$ cat config.mk
export PLATFORM = sky130hd
export DESIGN_NAME = lsu_controller
export DESIGN_NICKNAME = d
export VERILOG_FILES = /design/src/rtl/riscv_pkg.sv /design/src/rtl/load_align.sv /design/src/rtl/lsu_controller.sv
export SDC_FILE = /design/constraint.sdc
export NUM_CORES = 1
export LEC_CHECK = 0
export CORE_ASPECT_RATIO = 0.7
export CORE_MARGIN = 2
export CORE_UTILIZATION = 45
export CTS_CLUSTER_DIAMETER = 80
export CTS_CLUSTER_SIZE = 24
export DETAILED_ROUTE_END_ITERATION = 16
export HOLD_SLACK_MARGIN = 0.08
export PLACE_DENSITY = 0.83
export SETUP_SLACK_MARGIN = 0.4
export SYNTH_ARGS = -nofsm -noshare
export SYNTH_HDL_FRONTEND = slang
export SYNTH_HIERARCHICAL = 1
export SYNTH_SLANG_ARGS = --single-unit
$ cat constraint.sdc
create_clock -name clk -period 4.8 [get_ports clk]
set_input_delay 0.48 -clock clk [delete_from_list [all_inputs] [get_ports clk]]
set_output_delay 0.48 -clock clk [all_outputs]
set_load 0.01 [all_outputs]
$ cat src/rtl/riscv_pkg.sv
// ---------------------------------------------------------------------------
// riscv_pkg
// Shared definitions for the load/store unit: func3 size/sign encodings, the
// access-size enum, the LSU FSM state enum and small helper functions for
// alignment and Wishbone byte-lane selection.
// No ports (package).
// ---------------------------------------------------------------------------
package riscv_pkg;

   // func3 encodings for loads and stores. func3[1:0] is the access size,
   // func3[2] marks a zero-extending load.
   localparam logic [2:0] F3_LB  = 3'b000;
   localparam logic [2:0] F3_LH  = 3'b001;
   localparam logic [2:0] F3_LW  = 3'b010;
   localparam logic [2:0] F3_LBU = 3'b100;
   localparam logic [2:0] F3_LHU = 3'b101;
   localparam logic [2:0] F3_SB  = 3'b000;
   localparam logic [2:0] F3_SH  = 3'b001;
   localparam logic [2:0] F3_SW  = 3'b010;

   typedef enum logic [1:0] {
      SIZE_BYTE = 2'b00,
      SIZE_HALF = 2'b01,
      SIZE_WORD = 2'b10
   } mem_size_t;

   typedef enum logic [1:0] {
      IDLE = 2'b00,
      REQ  = 2'b01,
      DONE = 2'b10
   } lsu_state_t;

   // Any size code other than byte/half is handled as a word access.
   function automatic mem_size_t f3_size(input logic [2:0] f3);
      case (f3[1:0])
         2'b00:   return SIZE_BYTE;
         2'b01:   return SIZE_HALF;
         default: return SIZE_WORD;
      endcase
   endfunction

   function automatic logic is_aligned(input mem_size_t size, input logic [1:0] off);
      case (size)
         SIZE_BYTE: return 1'b1;
         SIZE_HALF: return ~off[0];
         default:   return (off == 2'b00);
      endcase
   endfunction

   function automatic logic [3:0] lane_sel(input mem_size_t size, input logic [1:0] off);
      case (size)
         SIZE_BYTE: return 4'b0001 << off;
         SIZE_HALF: return 4'b0011 << off;
         default:   return 4'b1111;
      endcase
   endfunction

endpackage

$ cat src/rtl/load_align.sv
// ---------------------------------------------------------------------------
// load_align
// Combinational load-data formatter: picks the addressed byte/halfword lane
// out of the captured bus word and sign- or zero-extends it to 32 bits.
// Ports:
//   data    in  32  word as returned by the bus
//   offset  in  2   byte offset of the access (addr[1:0])
//   func3   in  3   load size/sign encoding
//   result  out 32  extended load value
// ---------------------------------------------------------------------------
module load_align
   import riscv_pkg::*;
(
   input  logic [31:0] data,
   input  logic [1:0]  offset,
   input  logic [2:0]  func3,
   output logic [31:0] result
);

   logic [31:0] shifted;
   logic        sign;

   always_comb begin
      // Move the addressed lane down to bit 0 first; extension then only
      // ever looks at the low byte/halfword.
      shifted = data >> {offset, 3'b000};
      sign    = 1'b0;
      result  = data;
      case (f3_size(func3))
         SIZE_BYTE: begin
            sign   = ~func3[2] & shifted[7];
            result = {{24{sign}}, shifted[7:0]};
         end
         SIZE_HALF: begin
            sign   = ~func3[2] & shifted[15];
            result = {{16{sign}}, shifted[15:0]};
         end
         default: result = data;
      endcase
   end

endmodule

$ cat src/rtl/lsu_controller.sv
// ---------------------------------------------------------------------------
// lsu_controller
// Load/store unit bridging the EX/MEM stage to a Wishbone-classic data bus.
// One transaction at a time: IDLE -> REQ (bus cycle open) -> DONE -> IDLE.
//
// Optional feature: define LSU_TIMEOUT_EN to enable a bus timeout. REQ then
// gives up after TIMEOUT_CYCLES cycles without wb_ack and reports bus_err.
// Without the macro REQ waits indefinitely and bus_err is constant 0.
//
// Handshake: a request is accepted in IDLE when (mem_read|mem_write) is
// high, flush is low and the address is aligned; stall stays high from that
// IDLE cycle through every REQ cycle. The bus cycle is open while
// wb_cyc&wb_stb; it completes in the cycle wb_ack is high (wb_ack is ignored
// in any other state). DONE is a single cycle with stall low and load_data
// valid.
//
// Ports:
//   clk, reset          clock, synchronous active-high reset
//   mem_read/mem_write  load/store request (both high = store)
//   func3, addr, wdata  size/sign, byte address, store data (low bits)
//   flush               suppresses a new request in IDLE
//   wb_*                Wishbone-classic master signals
//   stall               freeze the pipeline
//   load_data           extended load result (valid in DONE)
//   misaligned          combinational alignment exception pulse
//   bus_err             timeout exception pulse during DONE
//   state               current FSM state (debug)
// ---------------------------------------------------------------------------
module lsu_controller
   import riscv_pkg::*;
#(
   parameter int unsigned TIMEOUT_CYCLES = 255
) (
   input  logic        clk,
   input  logic        reset,
   input  logic        mem_read,
   input  logic        mem_write,
   input  logic [2:0]  func3,
   input  logic [31:0] addr,
   input  logic [31:0] wdata,
   input  logic        flush,
   output logic        wb_cyc,
   output logic        wb_stb,
   output logic        wb_we,
   output logic [3:0]  wb_sel,
   output logic [31:0] wb_adr,
   output logic [31:0] wb_dat_o,
   input  logic [31:0] wb_dat_i,
   input  logic        wb_ack,
   output logic        stall,
   output logic [31:0] load_data,
   output logic        misaligned,
   output logic        bus_err,
   output lsu_state_t  state
);

   lsu_state_t  state_next;
   mem_size_t   req_size;
   logic        req_valid;
   logic        req_aligned;
   logic        issue;
   logic        timed_out;
   logic [31:0] store_data;
   logic [31:0] rdata;
   logic [1:0]  lat_off;
   logic [2:0]  lat_f3;

   // ------------------------------------------------------------------
   // Request decode
   // ------------------------------------------------------------------
   assign req_size    = f3_size(func3);
   assign req_aligned = is_aligned(req_size, addr[1:0]);
   assign req_valid   = (mem_read | mem_write) & ~flush;
   assign issue       = (state == IDLE) & req_valid & req_aligned;

   // Both pulses are gated by reset so every output reads 0 while it is held.
   assign misaligned = ~reset & (state == IDLE) & req_valid & ~req_aligned;
   assign stall      = ~reset & (issue | (state == REQ));

   // Replicate the store lane across the whole word so the slave can take
   // it from whichever lane wb_sel enables.
   always_comb begin
      store_data = wdata;
      case (req_size)
         SIZE_BYTE: store_data = {4{wdata[7:0]}};
         SIZE_HALF: store_data = {2{wdata[15:0]}};
         default:   store_data = wdata;
      endcase
   end

   // ------------------------------------------------------------------
   // FSM
   // ------------------------------------------------------------------
   always_ff @(posedge clk) begin
      if (reset) state <= IDLE;
      else       state <= state_next;
   end

   always_comb begin
      state_next = state;
      case (state)
         IDLE:    if (issue) state_next = REQ;
         REQ:     if (wb_ack || timed_out) state_next = DONE;
         DONE:    state_next = IDLE;
         default: state_next = IDLE;
      endcase
   end

   // ------------------------------------------------------------------
   // Bus outputs and load capture
   // ------------------------------------------------------------------
   always_ff @(posedge clk) begin
      if (reset) begin
         wb_cyc   <= 1'b0;
         wb_stb   <= 1'b0;
         wb_we    <= 1'b0;
         wb_sel   <= 4'b0000;
         wb_adr   <= 32'h0;
         wb_dat_o <= 32'h0;
         rdata    <= 32'h0;
         lat_off  <= 2'b00;
         lat_f3   <= 3'b000;
      end else begin
         case (state)
            IDLE: begin
               if (issue) begin
                  wb_cyc   <= 1'b1;
                  wb_stb   <= 1'b1;
                  wb_we    <= mem_write;
                  wb_sel   <= lane_sel(req_size, addr[1:0]);
                  wb_adr   <= {addr[31:2], 2'b00};
                  wb_dat_o <= mem_write ? store_data : 32'h0;
                  lat_off  <= addr[1:0];
                  lat_f3   <= func3;
                  // Cleared here so a store or a timed-out load reads 0.
                  rdata    <= 32'h0;
               end
            end
            REQ: begin
               if (wb_ack) begin
                  wb_cyc <= 1'b0;
                  wb_stb <= 1'b0;
                  if (!wb_we) rdata <= wb_dat_i;
               end else if (timed_out) begin
                  wb_cyc <= 1'b0;
                  wb_stb <= 1'b0;
               end
            end
            default: ;
         endcase
      end
   end

   load_align u_load_align (
      .data   (rdata),
      .offset (lat_off),
      .func3  (lat_f3),
      .result (load_data)
   );

   // ------------------------------------------------------------------
   // Optional bus timeout
   // ------------------------------------------------------------------
`ifdef LSU_TIMEOUT_EN
   localparam int CW = $clog2(TIMEOUT_CYCLES + 1);

   logic [CW-1:0] wait_cnt;
   logic [CW-1:0] wait_cnt_next;

   assign wait_cnt_next = wait_cnt + CW'(1);
   // Fires in the REQ cycle that would bring the count to TIMEOUT_CYCLES,
   // so REQ lasts exactly TIMEOUT_CYCLES cycles when no ack arrives.
   assign timed_out = (state == REQ) && !wb_ack && (wait_cnt_next == CW'(TIMEOUT_CYCLES));

   always_ff @(posedge clk) begin
      if (reset) begin
         wait_cnt <= '0;
         bus_err  <= 1'b0;
      end else begin
         bus_err <= timed_out;
         if (issue)                         wait_cnt <= '0;
         else if (state == REQ && !wb_ack)  wait_cnt <= wait_cnt_next;
      end
   end
`else
   assign timed_out = 1'b0;
   // The timeout limit has no effect in this build; bus_err is constant 0.
   assign bus_err   = 1'b0 & (TIMEOUT_CYCLES != 0);
`endif

endmodule

==> flow_metrics.env <==
export IMPL_outcome="finished, final reports clean"
export IMPL_drt_iter0_drc=356
export IMPL_ys_seq_area_share_pct=46.33
export IMPL_place_inst=807
export IMPL_numCtsBuffers=9
export IMPL_dr_pass1_iters=5
export IMPL_arrival_ns=3.00
export IMPL_synth_area_um2=4623
export IMPL_synth_avg_cell_area_um2=9.155
export IMPL_cts_max_path_buffers=2
export IMPL_path_cells="clkdlybuf4s50_1 -> and2_0 -> or4_4 -> a21oi_1 -> clkdlybuf4s50_1"
export IMPL_clock_sinks=107
export IMPL_start_util_pct=47.01
export IMPL_crit_path_start_kind="primary input"
export IMPL_setup_viol=0
export IMPL_ir_worst_vdd_uv=196.2
export IMPL_fin_ws_ns=1.321
export IMPL_drv_cap=0
export IMPL_final_common_cell="clkdlybuf4s50_1"
export IMPL_ctsHoldBuffers=0
export IMPL_crit_path_end_kind="primary output"
export IMPL_postCtsSetupBuffers=0
export IMPL_fin_crit_sh_pct=72.49
export IMPL_clkTransAtPathRegs_ns=0.07
export IMPL_crit_fanout=38
export IMPL_ant_nets=0
export IMPL_rsz0062_at_grt="no"
export IMPL_final_nets=795
export IMPL_synth_top_cell_by_area="dfxtp_1"
export IMPL_die_w_um=125.1
export IMPL_synth_cell_type_count=48
export IMPL_worst_path_buf_inv=2
export IMPL_clock_latency_ns=0.34
export IMPL_pre_cts_ws_ns=1.342
export IMPL_grt_pass1_vias=4652
export IMPL_worstRegToRegCells=4
export IMPL_io_pins=213
export IMPL_grt_util_all_layers_pct=27.18
export IMPL_fmax_ghz=0.2874
export IMPL_dieArea_um2=11110
export IMPL_antenna_cells=0
export IMPL_report_final_slew_viol_count=0
export IMPL_hold_path_class="reg2reg"
export IMPL_dpl_hpwl_um=11310
export IMPL_io_buffer_count=209
export IMPL_fin_skew_ns=0.006124
export IMPL_drc=0
export IMPL_cp_slowest_cell="or4_4"
export IMPL_path_delay_family="buffers and inverters"
export IMPL_register_area_um2=2142
export IMPL_cp_required_ns=4.32
export IMPL_cts_root_buffer="clkbuf_16"
export IMPL_num_fill_cells=744
export IMPL_multi_input_comb_area_um2=2277
export IMPL_netlist_top_cells_area="dfxtp_1 (46%), a22o_1 (9.5%), nand2_1 (8.9%), mux2i_1 (5.8%), a21oi_1 (4.2%)"
export IMPL_netlist_instances=505
export IMPL_cts_resized=0
export IMPL_gr_total_overflow=0
export IMPL_yosysWarningCount=6
export IMPL_slowest_delay_ns=0.76
export IMPL_antenna_found_initial=0
export IMPL_rows=30
export IMPL_final_cell_mix="clkdlybuf4s50_1 (208), nand2_1 (110), dfxtp_1 (107)"
export IMPL_synth_top_cell_area_share_pct=46.33
export IMPL_worst_setup_path_type="in2out"
export IMPL_vias_per_cell=5.628
export IMPL_wl_per_cell_um=18.78
export IMPL_finalHoldViolCount=0
export IMPL_grt_max_degree=52
export IMPL_cp_depth=5
export IMPL_period_minus_slack_ns=3.479
export IMPL_power_uw=2068
export IMPL_worst_hold_slack_ns=0.4572
export IMPL_power_density_nw_per_um2=293.6
export IMPL_worst_pin_slew_ns=1.192
export IMPL_drive_gt1_share_pct=5.899
export IMPL_critical_path_most_common_cell="clkdlybuf4s50_1"
export IMPL_core_um2=9834
export IMPL_leakage_uw=0.002537
export IMPL_num_vias=4632
export IMPL_min_path_cells=2
export IMPL_setup_tns_final_ns=0
export IMPL_place_congestion=0.8870
export IMPL_layout_cells_non_filler=823
export IMPL_synth_seq_cells=107
export IMPL_async_reset_ff_share_pct=0
export IMPL_wl_um=15460
export IMPL_cts_htree_levels=3
export IMPL_synth_edf_count=0
export IMPL_slew_headroom_pct=20.45
export IMPL_area_growth_pct=52.34
export IMPL_grt_first_pass_wirelength_um=23930
export IMPL_cts_tree="built"
export IMPL_synth_ff_type="dfxtp_1"
export IMPL_die_h_um=88.81
[power by group]
group | internal, uW | switching, uW
combinational | 193 | 159
sequential | 919 | 29.2
clock | 438 | 330
[logic make-up (layout without fill, tap and decap cells)]
logic type,count (synthesis),count (layout),synth area share [%]
AOI/OAI and AO/OA,168,168,26.63
xor gates and xnor gates,1,1,0.1895
buffers and inverters,48,236,4.844
DFF,107,107,46.33
muxes,34,34,7.875
other,1,3,0.08111
and+or+nand+nor,146,146,14.05
[through the flow]
stage | area [um2] | util [%]
floorplan | 4631 | -
global placement | 6730 | 68.44
detailed placement | 6730 | 68.44
CTS | 7043 | 71.62
global route | 7043 | 71.62
finish | 7043 | 71.62
[layout make-up]
| type | instances | share of cell area (%) |
|---|---|---|
| multi-input cells | 352 | 32.33 |
| inverters | 5 | 0.2665 |
| clock inverters | 4 | 0.7994 |
| well taps | 128 | 2.274 |
| clock buffers | 12 | 3.642 |
| flip-flops and latches | 107 | 30.41 |
| repair buffers | 215 | 30.27 |
[final timing paths]
path | from | to | slack (ns)
worst max register to register | state[1] | wb_dat_o[23] | 2.14
worst min register to register | wb_adr[5] | wb_adr[5] | 0.46
worst min-delay path | wb_adr[5] | wb_adr[5] | 0.46
worst max-delay path | addr[0] | stall | 1.32
[cell usage after synthesis, types with 2 or more instances]
master       n
mux2_2       5
nand2_1    110
dfxtp_1    107
a22oi_1      5
nand2b_1     3
a21oi_1     39
clkbuf_1    29
buf_4        5
o2bb2ai_1   19
mux2i_1     27
buf_1        4
buf_2        2
buf_6        3
o211a_1      3
o31ai_1      8
o21bai_1     2
o21ai_0     26
inv_1        5
a221oi_1     3
a211oi_1     3
nor2b_1      2
a22o_1      50
o21ai_1      2
or2_2        2
nor2_1      14
nand3b_1     5
[metal layers]
layer | global-route usage (%) | wire length (um) | vias up
li1 | - | - | 2190
met1 | 35.21 | 6705 | 2197
met2 | 43.03 | 6950 | 223
met3 | 9.794 | 1522 | 22
met4 | 8.586 | 277 | 0
met5 | 0 | 0 | -
[flip-flops by register name (all words and copies together), names as in the netlist]
name / flops
wb_we: 1
lat_off: 2
state: 2
wb_dat_o: 32
wb_sel: 4
wb_stb: 1
wb_adr: 30
lat_f3: 3
rdata: 32
[worst reg2reg max path: cells and delay by family, from the launching register on]
kind               cells  cell delay (ns)
and+or+nand+nor        3             1.84
AOI/OAI and AO/OA      1             0.38
DFF                    1             0.35
Power figures use the tool's default switching activity.
